$ cat src/rtl/blake_msg_loader_if.sv
// Message stream and block handoff bundle for the BLAKE-512 loader.
// master drives words and accept strobe; slave is the loader.
interface blake_msg_loader_if #(
  parameter int NWORDS = 10
);
  logic [63:0]          din;
  logic                 din_valid;
  logic                 din_ready;
  logic [31:0]          sweep_cnt;
  logic                 init_round;
  logic [64*NWORDS-1:0] din_swapped;
  logic                 blk_valid;

  modport master (
    output din, din_valid, sweep_cnt, init_round,
    input  din_ready, din_swapped, blk_valid
  );

  modport slave (
    input  din, din_valid, sweep_cnt, init_round,
    output din_ready, din_swapped, blk_valid
  );
endinterface

$ cat src/rtl/blake_msg_loader.sv
// BLAKE-512 header loader: collects ten byte-swapped words into a
// 640-bit block and optionally sweeps the nonce across accepts.
module blake_msg_loader #(
  parameter int NWORDS  = 10,
  parameter int SWAP_EN = 1
) (
  input logic clk,
  input logic rst,
  input logic flush,
  blake_msg_loader_if.slave bus
);
  localparam int BW  = 64 * NWORDS;
  localparam int WCW = $clog2(NWORDS);

  typedef enum logic {
    S_COLLECT,
    S_FULL
  } state_e;

  state_e         state_q, state_d;
  logic [WCW-1:0] wcnt_q, wcnt_d;
  logic [31:0]    remain_q, remain_d;
  logic [BW-1:0]  blk_q, blk_d;
  logic [63:0]    word_in;

  // header arrives big-endian; the core wants little-endian words
  always_comb begin
    word_in = bus.din;
    if (SWAP_EN != 0) begin
      for (int j = 0; j < 8; j++) begin
        word_in[8*j +: 8] = bus.din[8*(7-j) +: 8];
      end
    end
  end

  always_comb begin
    state_d  = state_q;
    wcnt_d   = wcnt_q;
    remain_d = remain_q;
    blk_d    = blk_q;
    if (flush) begin
      state_d  = S_COLLECT;
      wcnt_d   = '0;
      remain_d = '0;
      blk_d    = '0;
    end else begin
      unique case (state_q)
        S_COLLECT: begin
          if (bus.din_valid) begin
            for (int k = 0; k < NWORDS; k++) begin
              if (wcnt_q == WCW'(k)) begin
                blk_d[BW-64*(k+1) +: 64] = word_in;
              end
            end
            if (wcnt_q == WCW'(NWORDS-1)) begin
              wcnt_d   = '0;
              remain_d = bus.sweep_cnt;
              state_d  = S_FULL;
            end else begin
              wcnt_d = wcnt_q + 1'b1;
            end
          end
        end
        S_FULL: begin
          if (bus.init_round) begin
            if (remain_q != '0) begin
              blk_d[31:0] = blk_q[31:0] + 32'd1;
              remain_d    = remain_q - 1'b1;
            end else begin
              state_d = S_COLLECT;
            end
          end
        end
        default: state_d = S_COLLECT;
      endcase
    end
  end

  always_ff @(posedge clk or posedge rst) begin
    if (rst) begin
      state_q  <= S_COLLECT;
      wcnt_q   <= '0;
      remain_q <= '0;
      blk_q    <= '0;
    end else begin
      state_q  <= state_d;
      wcnt_q   <= wcnt_d;
      remain_q <= remain_d;
      blk_q    <= blk_d;
    end
  end

  assign bus.din_ready   = (state_q == S_COLLECT);
  assign bus.blk_valid   = (state_q == S_FULL);
  assign bus.din_swapped = blk_q;
endmodule

$ cat src/flat_wrapper.sv
// flat-port wrapper written by rule: the top's interface ports become plain ports
module blake_msg_loader_flat 
#(
  parameter int NWORDS  = 10,
  parameter int SWAP_EN = 1
)
  (clk, rst, flush, bus_din, bus_din_valid, bus_sweep_cnt, bus_init_round, bus_din_ready, bus_din_swapped, bus_blk_valid);
  blake_msg_loader_if #(.NWORDS(NWORDS)) bus_i ();
  input logic clk;
  input logic rst;
  input logic flush;
  input wire logic [$bits(bus_i.din)-1:0] bus_din;
  input wire logic [$bits(bus_i.din_valid)-1:0] bus_din_valid;
  input wire logic [$bits(bus_i.sweep_cnt)-1:0] bus_sweep_cnt;
  input wire logic [$bits(bus_i.init_round)-1:0] bus_init_round;
  output wire logic [$bits(bus_i.din_ready)-1:0] bus_din_ready;
  output wire logic [$bits(bus_i.din_swapped)-1:0] bus_din_swapped;
  output wire logic [$bits(bus_i.blk_valid)-1:0] bus_blk_valid;
  assign bus_i.din = bus_din;
  assign bus_i.din_valid = bus_din_valid;
  assign bus_i.sweep_cnt = bus_sweep_cnt;
  assign bus_i.init_round = bus_init_round;
  assign bus_din_ready = bus_i.din_ready;
  assign bus_din_swapped = bus_i.din_swapped;
  assign bus_blk_valid = bus_i.blk_valid;
  blake_msg_loader #(.NWORDS(NWORDS), .SWAP_EN(SWAP_EN)) u_core (.clk(clk), .rst(rst), .flush(flush), .bus(bus_i));
endmodule
$ cat config.mk
export PLATFORM = sky130hd
export DESIGN_NAME = blake_msg_loader_flat
export DESIGN_NICKNAME = d
export VERILOG_FILES = /design/src/rtl/blake_msg_loader_if.sv /design/src/rtl/blake_msg_loader.sv /design/src/flat_wrapper.sv
export SDC_FILE = /design/constraint.sdc
export NUM_CORES = 1
export LEC_CHECK = 0
export BUFFER_PORTS_ARGS = -buffer_cell sky130_fd_sc_hd__buf_2
export CORE_AREA = 2 2 287 289
export CTS_CLUSTER_SIZE = 24
export DETAILED_ROUTE_END_ITERATION = 6
export DIE_AREA = 0 0 289 291
export HOLD_SLACK_MARGIN = 0.06
export PLACE_DENSITY = 0.59
export SETUP_SLACK_MARGIN = 0.4
export SYNTH_ARGS = -nofsm -noshare
export SYNTH_HDL_FRONTEND = slang
export SYNTH_SLANG_ARGS = --single-unit
$ cat constraint.sdc
create_clock -name clk -period 48.7 [get_ports clk]
set_input_delay 4.87 -clock clk [delete_from_list [all_inputs] [get_ports clk]]
set_output_delay 4.87 -clock clk [all_outputs]
set_load 0.02 [all_outputs]
# After elaboration in Yosys (flattened, before gate mapping)
# Index checks and enable logic that the tools add are counted.
# op_classes
addsub,3
n_mul,0
n_div,0
n_lt_le_gt_ge,0
eq_ne,14
shift,0
n_mux,32
bitwise_logic,1
n_reduce_logical,25
# ops
op,n
640-bit two-way mux,2
64-bit two-way mux,10
608-bit two-way mux,1
32-bit two-way mux,7
32-bit case mux with 2 select lines,2
32-bit by 1-bit adder with 32-bit output (second input constant),1
32-bit nonzero test,1
32-bit by 1-bit subtractor with 32-bit output (second input constant),1
3-bit AND reduction,10
2-bit nonzero test,11
4-bit by 3-bit equality test with 1-bit output (second input constant),4
4-bit two-way mux,4
3-bit != test (second input constant),3
4-bit by 2-bit equality test with 1-bit output (second input constant),2
4-bit equality test (second input constant),2
1-bit two-way mux,5
4-bit by 1-bit adder with 4-bit output (second input constant),1
4-bit by 1-bit equality test with 1-bit output (second input constant),1
4-bit logical NOT,1
4-bit AND reduction,1
3-bit by 2-bit != test with 1-bit output (second input constant),1
2-bit != test (second input constant),1
1-bit case mux with 2 select lines,1
2-bit AND reduction,1
1-bit inverter,1
# word_totals
ff_bits,677
latch_bits,0
ramBits,0
mem_bits_ro,0
input_bits,101
out_inout_bits,642
elab_cells,89
mem_count,0

# Longest topological paths before layout
# Gate-level depths: netlist of run 1.
# depth
ltp_word,5
depth_mapped,11
mapped_depth_nobuf,8

# Worst setup path after synthesis of run 1
# Ideal clock, no wire load.
# synth_path
path_kind,input -> register
startpoint,in flush
endpoint,"reg u_core.blk_q[26], in the netlist u_core.bus.din_swapped[26]"
setup_ns,0.123
arrival_time_ns,6.299
required_ns,48.577
slack_ns,42.277
stages,7
path_buffers,2
cell_sequence,clkbuf_1 nand2b_1 nor3b_2 a211oi_2 clkbuf_1 o21ai_1 o2bb2ai_1
# synth_via
elab_chain_len,2
elab_cells_between_ends,6
cone_classes,eq/ne (4); mux (1); reduce/logical (1)
# synth_rtl
element,line_no,rtl
start: declaration,flat_wrapper.sv:11,input logic flush;
3-bit != test (no source line) or 3-bit by 2-bit != test with 1-bit output (tied branches),n/a,
4-bit AND reduction (no source line),n/a,
end signal: assignment,blake_msg_loader.sv:89,blk_q <= blk_d;
end: declaration,blake_msg_loader.sv:23,"logic [BW-1:0] blk_q, blk_d;"
# Parallel ways exist; a longest one is shown, timed or not.
# A chain may end at the register's enable or synchronous reset.

==> impl_metrics.csv, run 1 <==
group,metric,value,unit
finish,stdcell_count,4932,
timing,tightest_slew,1170,ps
clocking,post-cts-setup-buffers,0,
worst_setup_path,r2r-end,"u_core.bus.din_swapped[343]$_DFFE_PP0P_",
timing,rsz0062_at_grt,"no",
logic_synthesis,ys_types,64,
finish,syn2layout_area_growth,23.8,%
worst_setup_path,critical_path.top_delay_family,"buffers and inverters",
worst_setup_path,cp_max_fo,152,
worst_setup_path,rr_startpoint,"u_core.bus.blk_valid$_DFF_PP0_",
clocking,cts_tree,"built",
logic_synthesis,synthArstFlopShare,1.00,
timing,hold_violations,0,
timing,finalSetupViolations,0,
routing,drt_wl_total,115,mm
global_routing,antenna_found_initial,1,
worst_setup_path,path_cells,"buf_2 -> inv_8 -> buf_4 -> buf_12 -> buf_4 -> buf_4",
clocking,cts_buffers,77,
floorplan,die_w,289,µm
floorplan,die-area,0.0841,mm²
run,drv_cap,0,
logic_synthesis,ys.flop_type,"dfrtp_1",
logic_synthesis,synth_top_cell_by_area,"dfrtp_1",
routing,wl_per_cell,23.3,µm
timing,clock.fmax,0.122,GHz
worst_setup_path,ff2ff_path_depth,7,
power_and_ir_drop,total_power,1.29,mW
logic_synthesis,synth_top_area_share,0.594,
floorplan,rows,105,
timing,fin_crit,8190,ps
clocking,clock_sinks,677,
finish,post-route-util,0.435,
worst_setup_path,regToRegSetupSlack,44540,ps
timing,setup_ws,40510,ps
floorplan,die_y,291,µm
logic_synthesis,syn_inst,3246,
min_path,holdPathEnd,"u_core.bus.din_swapped[411]$_DFFE_PP0P_",
clocking,cts_max_level,3,
run_status,status,"completed",
logic_synthesis,synth-edff-count,0,
clocking,ctsResizeCount,0,
placed_design,gp_congestion,0.857,
clocking,clk_latency,630,ps
timing,worst_clock_skew,30.0,ps
logic_synthesis,syn_area_per_cell,8.78,µm²
routing,via_count,25978,
logic_synthesis,synthTopCellsByCount,"nand2_1, dfrtp_1, a21oi_1, clkbuf_1",
logic_synthesis,synth_nets,3349,
finish,drive_above_1_share,0.239,
placed_design,place.detailed.hpwl,72.5,mm
worst_setup_path,crit_top_cell,"buf_4",
global_routing,grt_pass1_vias,24804,
worst_setup_path,critPathSlowestCell,"buf_4",
floorplan,initial_core_util,0.351,
floorplan,io_pins,743,
logic_synthesis,yosys-top-cells-area,"dfrtp_1, nand2_1, a21oi_1, clkbuf_1, buf_2",
worst_setup_path,start_kind,"input pin",
min_path,holdCritPathClass,"reg2reg",
finish,finalInstanceArea,0.0353,mm²
worst_setup_path,worst-path-buf-inv,6,
placed_design,dp_cells,4789,
timing,relSlewSlack,0.216,
routing,via_per_inst,5.27,
worst_setup_path,slowest_delay,830,ps
global_routing,grt_max_degree,225,
placed_design,place.port_buffers,742,
clocking,ctsHoldBuffers,0,
placed_design,place_ws,39630,ps
worst_setup_path,required,49340,ps
power_and_ir_drop,ir_drop,0.0000254,V
routing,drt-initial-drc-count,2330,
min_path,hold_start,"u_core.bus.din_swapped[411]$_DFFE_PP0P_",
logic_synthesis,netlist_area,0.0285,mm²
finish,fin_nets,3901,
timing,final_max_slew_viol_count,0,
logic_synthesis,seq_area_frac_synth,0.594,
min_path,whs_path_depth,2,
clocking,clkTransAtPathRegs,60,ps
timing,whs,516,ps
global_routing,grt_usage,0.266,
logic_synthesis,yosys_register_bits,677,
timing,post-route-period-util,0.168,
power_and_ir_drop,power_density,36.7,mW/mm²
logic_synthesis,synth_most_common_cell,"nand2_1",
routing,antenna_left,0,
worst_setup_path,cp.depth,6,
global_routing,grt_pass1_wl,169,mm
clocking,root_buffer,"clkbuf_16",
routing,drc_errors,0,
worst_setup_path,cp.arrival,8830,ps
placed_design,placed_area,0.0327,mm²
power_and_ir_drop,p_leak,17.1,nW
worst_setup_path,worst-setup-path-type,"in2async",
global_routing,grt-ovfl-total,0,
logic_synthesis,yosysWarnings,0,
routing,firstDrtPassIters,6,
floorplan,core_area,0.0812,mm²
timing,tns,0,ps
worst_setup_path,end_kind,"async pin",
clocking,clk_path_buf_depth,3,
## layout make-up
| class | count | area [µm²] |
|---|---|---|
| fillers | 8038 | 45900 |
| flip-flops and latches | 677 | 16900 |
| multi-input cells | 2261 | 10400 |
| repair buffers | 765 | 3930 |
| clock buffers | 122 | 2300 |
| well taps | 1070 | 1340 |
| clock inverters | 20 | 297 |
| inverters | 16 | 67.6 |
| diodes | 1 | 2.50 |
## flip-flops by register name, indices dropped and copies added, names as in the netlist
signal	flops
u_core.remain_q	32
u_core.wcnt_q	4
u_core.bus.din_swapped	640
u_core.bus.blk_valid	1
## worst max-delay path by stage
stage / startpoint / to / slack (ps)
2_1_floorplan: rst / u_core.bus.blk_valid$_DFF_PP0_ / 24850
3_3_place_gp: rst / u_core.bus.din_swapped[131]$_DFFE_PP0P_ / 39590
3_5_place_dp: rst / u_core.bus.din_swapped[131]$_DFFE_PP0P_ / 39630
4_1_cts: rst / u_core.bus.din_swapped[139]$_DFFE_PP0P_ / 40310
5_1_grt: rst / u_core.bus.din_swapped[329]$_DFFE_PP0P_ / 39870
6_report: rst / u_core.bus.din_swapped[139]$_DFFE_PP0P_ / 40510
## placed cells by master, fill, tap and decap left out, types with 9 or more instances in the layout
| master | netlist | layout |
|---|---|---|
| or4_1 | 9 | 9 |
| clkbuf_1 | 212 | 25 |
| dfrtp_1 | 677 | 676 |
| clkbuf_8 | 0 | 20 |
| buf_2 | 53 | 741 |
| nor4_1 | 15 | 15 |
| o21ai_0 | 37 | 37 |
| a22o_1 | 20 | 20 |
| nand2_1 | 1258 | 1251 |
| nand3_1 | 19 | 19 |
| o22ai_1 | 11 | 11 |
| xor2_1 | 16 | 16 |
| buf_4 | 2 | 20 |
| and3_1 | 15 | 12 |
| a21oi_1 | 659 | 659 |
| nor2_1 | 53 | 53 |
| nor3_1 | 21 | 21 |
| inv_1 | 15 | 14 |
| clkbuf_16 | 0 | 77 |
## cell families (layout without fill, tap and decap cells)
family	Yosys count	in the layout	synth area share
buffers and inverters	308	923	0.0440
other	0	1	0
AO/OA/AOI/OAI	774	774	0.144
XOR/XNOR	24	24	0.00737
AND/OR/NAND/NOR	1453	1453	0.207
flip-flops	677	677	0.594
multiplexers	8	8	0.00281
adder cells (fa/ha/maj)	2	2	0.000878
## report_power, final
| group | internal, mW | total (mW) | switching, mW | leakage (nW) |
|---|---|---|---|---|
| Combinational | 0.0245 | 0.116 | 0.0914 | 6.49 |
| Sequential | 0.575 | 0.582 | 0.00734 | 9.38 |
| Clock | 0.345 | 0.596 | 0.251 | 1.27 |
## routing by layer
metal  part of all wire  up-vias  track usage  routed length [µm]
met5                  0        -            0                   0
li1                   -    11736            -                   -
met1               0.40    12833        0.347               46000
met4              0.056        0        0.138                6470
met3              0.078      265       0.0534                8910
met2               0.46     1144        0.419               53300
## worst min-delay path: stages, from the launching register on
cell and delay [ps]:
dfrtp_1 370, nand2_1 50, a21oi_1 50
No activity file was read; power rests on OpenSTA's default activity.
==> run 2: changes to the inputs <==
- CORE_AREA: 2 2 287 289 -> 2 2 289 291
- DIE_AREA: 0 0 289 291 -> 0 0 291 293
- PLACE_DENSITY: 0.59 -> 0.58
- clock period: 48.7 -> 8.3 ns (I/O delays scaled with it)
==> impl_metrics.csv, run 2 (synthesis gave the netlist of run 1 again) <==
group,metric,value,unit
clocking,clock_sinks,677,
routing,antenna_left,0,
finish,largest_register_ffs,640,
finish,post-route-util,0.433,
global_routing,grt_pass1_wl,171,mm
worst_setup_path,required,8730,ps
finish,fin_nets,3904,
placed_design,gp_congestion,0.867,
floorplan,core_area,0.0818,mm²
timing,fin_crit,3450,ps
global_routing,grt-ovfl-total,0,
timing,tns,0,ps
timing,worst_clock_skew,40.2,ps
clocking,cts_tree,"built",
floorplan,die_y,293,µm
placed_design,place.port_buffers,742,
worst_setup_path,cp.arrival,3870,ps
global_routing,grt_max_degree,200,
finish,fillers,8203,
global_routing,antenna_found_initial,3,
finish,final_common_cell,"nand2_1",
timing,post-route-period-util,0.415,
floorplan,die_w,291,µm
floorplan,die-area,0.0853,mm²
finish,multi_input_comb_area,0.0104,mm²
timing,clock.fmax,0.290,GHz
clocking,clk_latency,630,ps
worst_setup_path,worst-setup-path-type,"reg2reg",
global_routing,grt_pass1_vias,24916,
floorplan,rows,105,
run_status,status,"completed",
finish,stdcell_count,4935,
routing,drt_wl_total,117,mm
power_and_ir_drop,ir_drop,0.000196,V
clocking,cts_buffers,78,
placed_design,place.detailed.hpwl,74.1,mm
worst_setup_path,end_kind,"register",
timing,hold_violations,0,
clocking,clk_path_buf_depth,3,
clocking,clkTransAtPathRegs,60,ps
routing,wl_per_cell,23.6,µm
timing,tightest_slew,1190,ps
clocking,ctsHoldBuffers,0,
clocking,root_buffer,"clkbuf_16",
routing,drc_errors,0,
worst_setup_path,regToRegSetupSlack,4850,ps
worst_setup_path,start_kind,"register",
finish,syn2layout_area_growth,24.3,%
run,drv_cap,0,
placed_design,dp_cells,4791,
finish,mostFrequentLayoutCells,"nand2_1, buf_2, dfrtp_1",
timing,relSlewSlack,0.205,
global_routing,grt_usage,0.266,
finish,regArea,0.0169,mm²
timing,rsz0062_at_grt,"no",
clocking,ctsResizeCount,0,
power_and_ir_drop,total_power,7.72,mW
worst_setup_path,cp_max_fo,30,
finish,drive_above_1_share,0.242,
timing,final_max_slew_viol_count,0,
routing,drt-initial-drc-count,2035,
min_path,holdCritPathClass,"in2async",
timing,finalSetupViolations,0,
power_and_ir_drop,power_density,218,mW/mm²
routing,firstDrtPassIters,7,
routing,via_count,25818,
power_and_ir_drop,p_leak,17.2,nW
clocking,post-cts-setup-buffers,0,
floorplan,io_pins,743,
floorplan,initial_core_util,0.348,
routing,via_per_inst,5.23,
clocking,cts_max_level,3,
## run 2: where the power goes
| part | leakage, nW | total (mW) | switching, mW | internal (mW) |
|---|---|---|---|---|
| sequential | 9.38 | 3.41 | 0.0414 | 3.37 |
| clock | 1.33 | 3.62 | 1.50 | 2.12 |
| combinational | 6.51 | 0.688 | 0.542 | 0.146 |
## run 2: metrics by stage
step	hold WS, ps	area [µm²]	worst slack, ps
final	413	35400	4850
after global routing	470	35400	4580
after CTS	426	35400	4870
after detailed placement	510	32700	4240
after global placement	501	32700	4270
after floorplan	468	28500	-1790
## run 2: worst paths after layout
check,startpoint,endpoint,depth (start not counted)
hold reg to reg,u_core.bus.din_swapped[183]$_DFFE_PP0P_,u_core.bus.din_swapped[183]$_DFFE_PP0P_,2
min in group clk,bus_sweep_cnt[22],u_core.remain_q[22]$_DFFE_PP0P_,3
setup reg to reg,u_core.remain_q[0]$_DFFE_PP0P_,u_core.bus.din_swapped[20]$_DFFE_PP0P_,8
setup / recovery,u_core.remain_q[0]$_DFFE_PP0P_,u_core.bus.din_swapped[20]$_DFFE_PP0P_,8
hold / removal,rst,u_core.bus.din_swapped[619]$_DFFE_PP0P_,3
max in group asynchronous,rst,u_core.bus.din_swapped[82]$_DFFE_PP0P_,4
## run 2: area by class of cell
cell class	count	area share
sequential	677	0.478
multi-input combinational	2261	0.294
timing repair buffer	767	0.112
clock buffer	112	0.0644
tap	1070	0.0378
clock inverter	30	0.0117
inverter	16	0.00180
antenna	2	0.000141
## run 2: layer usage
layer / global-route usage / vias up / part of all wire
met5: 0 / - / 0
met4: 0.138 / 0 / 0.056
met3: 0.0549 / 241 / 0.072
met2: 0.423 / 1109 / 0.46
met1: 0.345 / 12733 / 0.41
li1: - / 11735 / -
## run 2: critical path, cell delays in order, from the launching register on
cell and delay, ps:
dfrtp_1 380, inv_1 90, ha_1 190, or3b_1 480, nor4_4 420, and4b_1 490
nand2_1 90, nand2_1 900, o21ai_0 220
==> run 3: changes to the inputs <==
- ABC_AREA: unset -> 1
- CORE_AREA: 2 2 289 291 -> 2 2 291 293
- DIE_AREA: 0 0 291 293 -> 0 0 293 295
- clock period: 8.3 -> 2.9 ns (I/O delays scaled with it)
==> impl_metrics.csv, run 3 <==
group,metric,value,unit
run_status,status,"complete, but fails checks",
run_status,violations,"design-rule violations",
floorplan,die_w,293,µm
worst_setup_path,r2r-end,"u_core.bus.din_swapped[10]$_DFFE_PP0P_",
logic_synthesis,yosysWarnings,0,
logic_synthesis,synthMuxAreaShare,0.000829,
routing,firstDrtPassIters,7,
clocking,cts_max_level,3,
routing,drt_wl_total,104,mm
worst_setup_path,start_kind,"register",
global_routing,antenna_found_initial,4,
global_routing,grt_max_degree,82,
global_routing,grt-ovfl-total,0,
clocking,cts_buffers,78,
logic_synthesis,synth_compound_area_frac,0.125,
logic_synthesis,synth_most_common_cell,"nand2_1",
routing,via_count,23797,
logic_synthesis,synth_top_cell_by_area,"dfrtp_1",
floorplan,initial_core_util,0.327,
worst_setup_path,cp_max_fo,75,
logic_synthesis,ys_types,38,
timing,final_max_slew_viol_count,0,
logic_synthesis,seq_area_frac_synth,0.623,
power_and_ir_drop,ir_drop,0.000396,V
finish,post-route-util,0.425,
placed_design,place.port_buffers,742,
timing,hold_violations,0,
global_routing,grt_pass1_vias,22915,
timing,relSlewSlack,0.277,
placed_design,dp_cells,4681,
finish,fillers,8318,
min_path,whs_path_depth,5,
clocking,post-cts-setup-buffers,0,
worst_setup_path,end_kind,"output pin",
logic_synthesis,synth-edff-count,0,
clocking,clock_sinks,677,
routing,wl_per_cell,21.3,µm
timing,clock.fmax,0.421,GHz
worst_setup_path,worst-setup-path-type,"reg2out",
finish,mostFrequentLayoutCells,"nand2_1, buf_2, dfrtp_1",
global_routing,grt_pass1_wl,153,mm
finish,final_common_cell,"nand2_1",
worst_setup_path,rr_startpoint,"u_core.remain_q[0]$_DFFE_PP0P_",
logic_synthesis,yosys.area_share.adder,0.000921,
worst_setup_path,cp.arrival,2080,ps
finish,multi_input_comb_area,0.00889,mm²
logic_synthesis,syn_area_per_cell,9.22,µm²
power_and_ir_drop,p_leak,18.1,nW
logic_synthesis,synth_nets,3051,
logic_synthesis,synthArstFlopShare,1.00,
logic_synthesis,yosys-top-cells-area,"dfrtp_1, nand2_1, o21ai_0, nor2_1, buf_4",
logic_synthesis,synthSimpleGateAreaFrac,0.194,
floorplan,die-area,0.0864,mm²
routing,via_per_inst,4.88,
finish,fin_nets,3837,
min_path,holdPathEnd,"u_core.bus.din_swapped[10]$_DFFE_PP0P_",
routing,drc_errors,1,
global_routing,grt_usage,0.236,
logic_synthesis,synth_top_family_by_area,"simple AND/OR/NAND/NOR gates",
clocking,clk_path_buf_depth,3,
finish,stdcell_count,4878,
finish,regArea,0.0169,mm²
logic_synthesis,synth_top_area_share,0.623,
timing,tightest_slew,1080,ps
logic_synthesis,ys.flop_type,"dfrtp_1",
worst_setup_path,required,2610,ps
clocking,root_buffer,"clkbuf_16",
placed_design,place.detailed.hpwl,74.8,mm
routing,antenna_left,0,
finish,drive_above_1_share,0.262,
logic_synthesis,synthTopCellsByCount,"nand2_1, dfrtp_1, o21ai_0, nor2_1, inv_1",
worst_setup_path,ff2ff_path_depth,12,
finish,largest_register_ffs,640,
finish,syn2layout_area_growth,30.1,%
finish,finalInstanceArea,0.0354,mm²
logic_synthesis,netlist_area,0.0272,mm²
placed_design,gp_congestion,0.903,
timing,rsz0062_at_grt,"no",
logic_synthesis,yosys_register_bits,677,
power_and_ir_drop,power_density,706,mW/mm²
logic_synthesis,synth-xor-area-share,0.00580,
timing,finalSetupViolations,0,
floorplan,die_y,295,µm
min_path,holdCritPathClass,"in2reg",
clocking,clkTransAtPathRegs,60,ps
worst_setup_path,regToRegSetupSlack,690,ps
clocking,cts_tree,"built",
floorplan,rows,106,
routing,drt-initial-drc-count,2027,
floorplan,io_pins,743,
clocking,clk_latency,630,ps
floorplan,core_area,0.0832,mm²
run,drv_cap,0,
timing,worst_clock_skew,36.4,ps
placed_design,placed_area,0.0322,mm²
logic_synthesis,syn_inst,2948,
timing,post-route-period-util,0.819,
timing,fin_crit,2370,ps
min_path,hold_start,"bus_din[50]",
[run 3: cell count changes in the layout (fill, tap and decap cells not counted), moves of 20 or more]
cell / change
o21ai_0: +527
a22o_1: -20
buf_4: +27
nand3_1: +44
inv_1: +79
nor3_1: -20
a21oi_1: -621
o21ai_1: +23
dlygate4sd3_1: +53
nand2_1: -232
nand4_1: +22
nor2_1: +114
[run 3: worst max path at each step]
stage	start	endpoint	slack, ps	cells after the start
floorplan	rst	u_core.bus.blk_valid$_DFF_PP0_	-6650	1
global placement	u_core.remain_q[0]$_DFFE_PP0P_	u_core.bus.din_swapped[22]$_DFFE_PP0P_	590	12
detailed placement	u_core.remain_q[0]$_DFFE_PP0P_	u_core.bus.din_swapped[10]$_DFFE_PP0P_	530	12
CTS	u_core.bus.blk_valid$_DFF_PP0_	bus_din_ready	480	4
global route	u_core.bus.blk_valid$_DFF_PP0_	bus_din_ready	430	4
finish	u_core.bus.blk_valid$_DFF_PP0_	bus_din_ready	530	4
[run 3: metrics by stage]
step                      power, mW  TNS [ps]  hold WS, ps  setup slack, ps
after floorplan                13.2  -4502230          465            -6650
after global placement         14.9         0          428              590
after detailed placement       15.0         0          429              525
after CTS                      25.2         0         60.5              476
after global routing           26.0         0          105              434
final                          25.0         0          102              526
[run 3: cells by family (layout without fill, tap and decap cells)]
kind of cell	Yosys count	in the layout
and+or+nand+nor	1317	1317
DFF	677	677
AOI/OAI and AO/OA	663	663
buffers and inverters	269	1116
xor gates and xnor gates	18	18
adders and majority gates	2	2
muxes	2	2
other	0	3
[run 3: per-layer routing]
| layer | GRT usage | share of wire | up-vias |
|---|---|---|---|
| met3 | 0.0486 | 0.071 | 197 |
| li1 | - | - | 11133 |
| met4 | 0.0989 | 0.043 | 2 |
| met5 | 0 | 0.00012 | - |
| met2 | 0.379 | 0.47 | 891 |
| met1 | 0.311 | 0.42 | 11574 |
[run 3: cell type report]
type,count,share of cell area
clock inverter,24,0.00973
sequential,677,0.479
antenna,3,0.000212
clock buffer,117,0.0648
tap,1080,0.0382
inverter,108,0.0123
multi-input combinational,2002,0.251
timing repair buffer,867,0.144
[run 3: what timing repair did]
item / in CTS / in global routing
resized for setup: 2 / 7
hold buffers: 53 / 0
hold endpoints to repair: 61 / 0
endpoints found under the setup margin: 1 / 20
[run 3: worst max-delay path, cell delays in order (launching register included)]
cell	delay [ps]
dfrtp_2	410
clkbuf_8	310
inv_1	220
buf_12	270
buf_2	210
[run 3: power by group]
group          total, mW  switching [mW]  internal [mW]
clock network       10.1            4.21           5.88
logic               4.11            2.96           1.16
registers           10.8           0.494           10.3
total               25.0            7.66           17.3
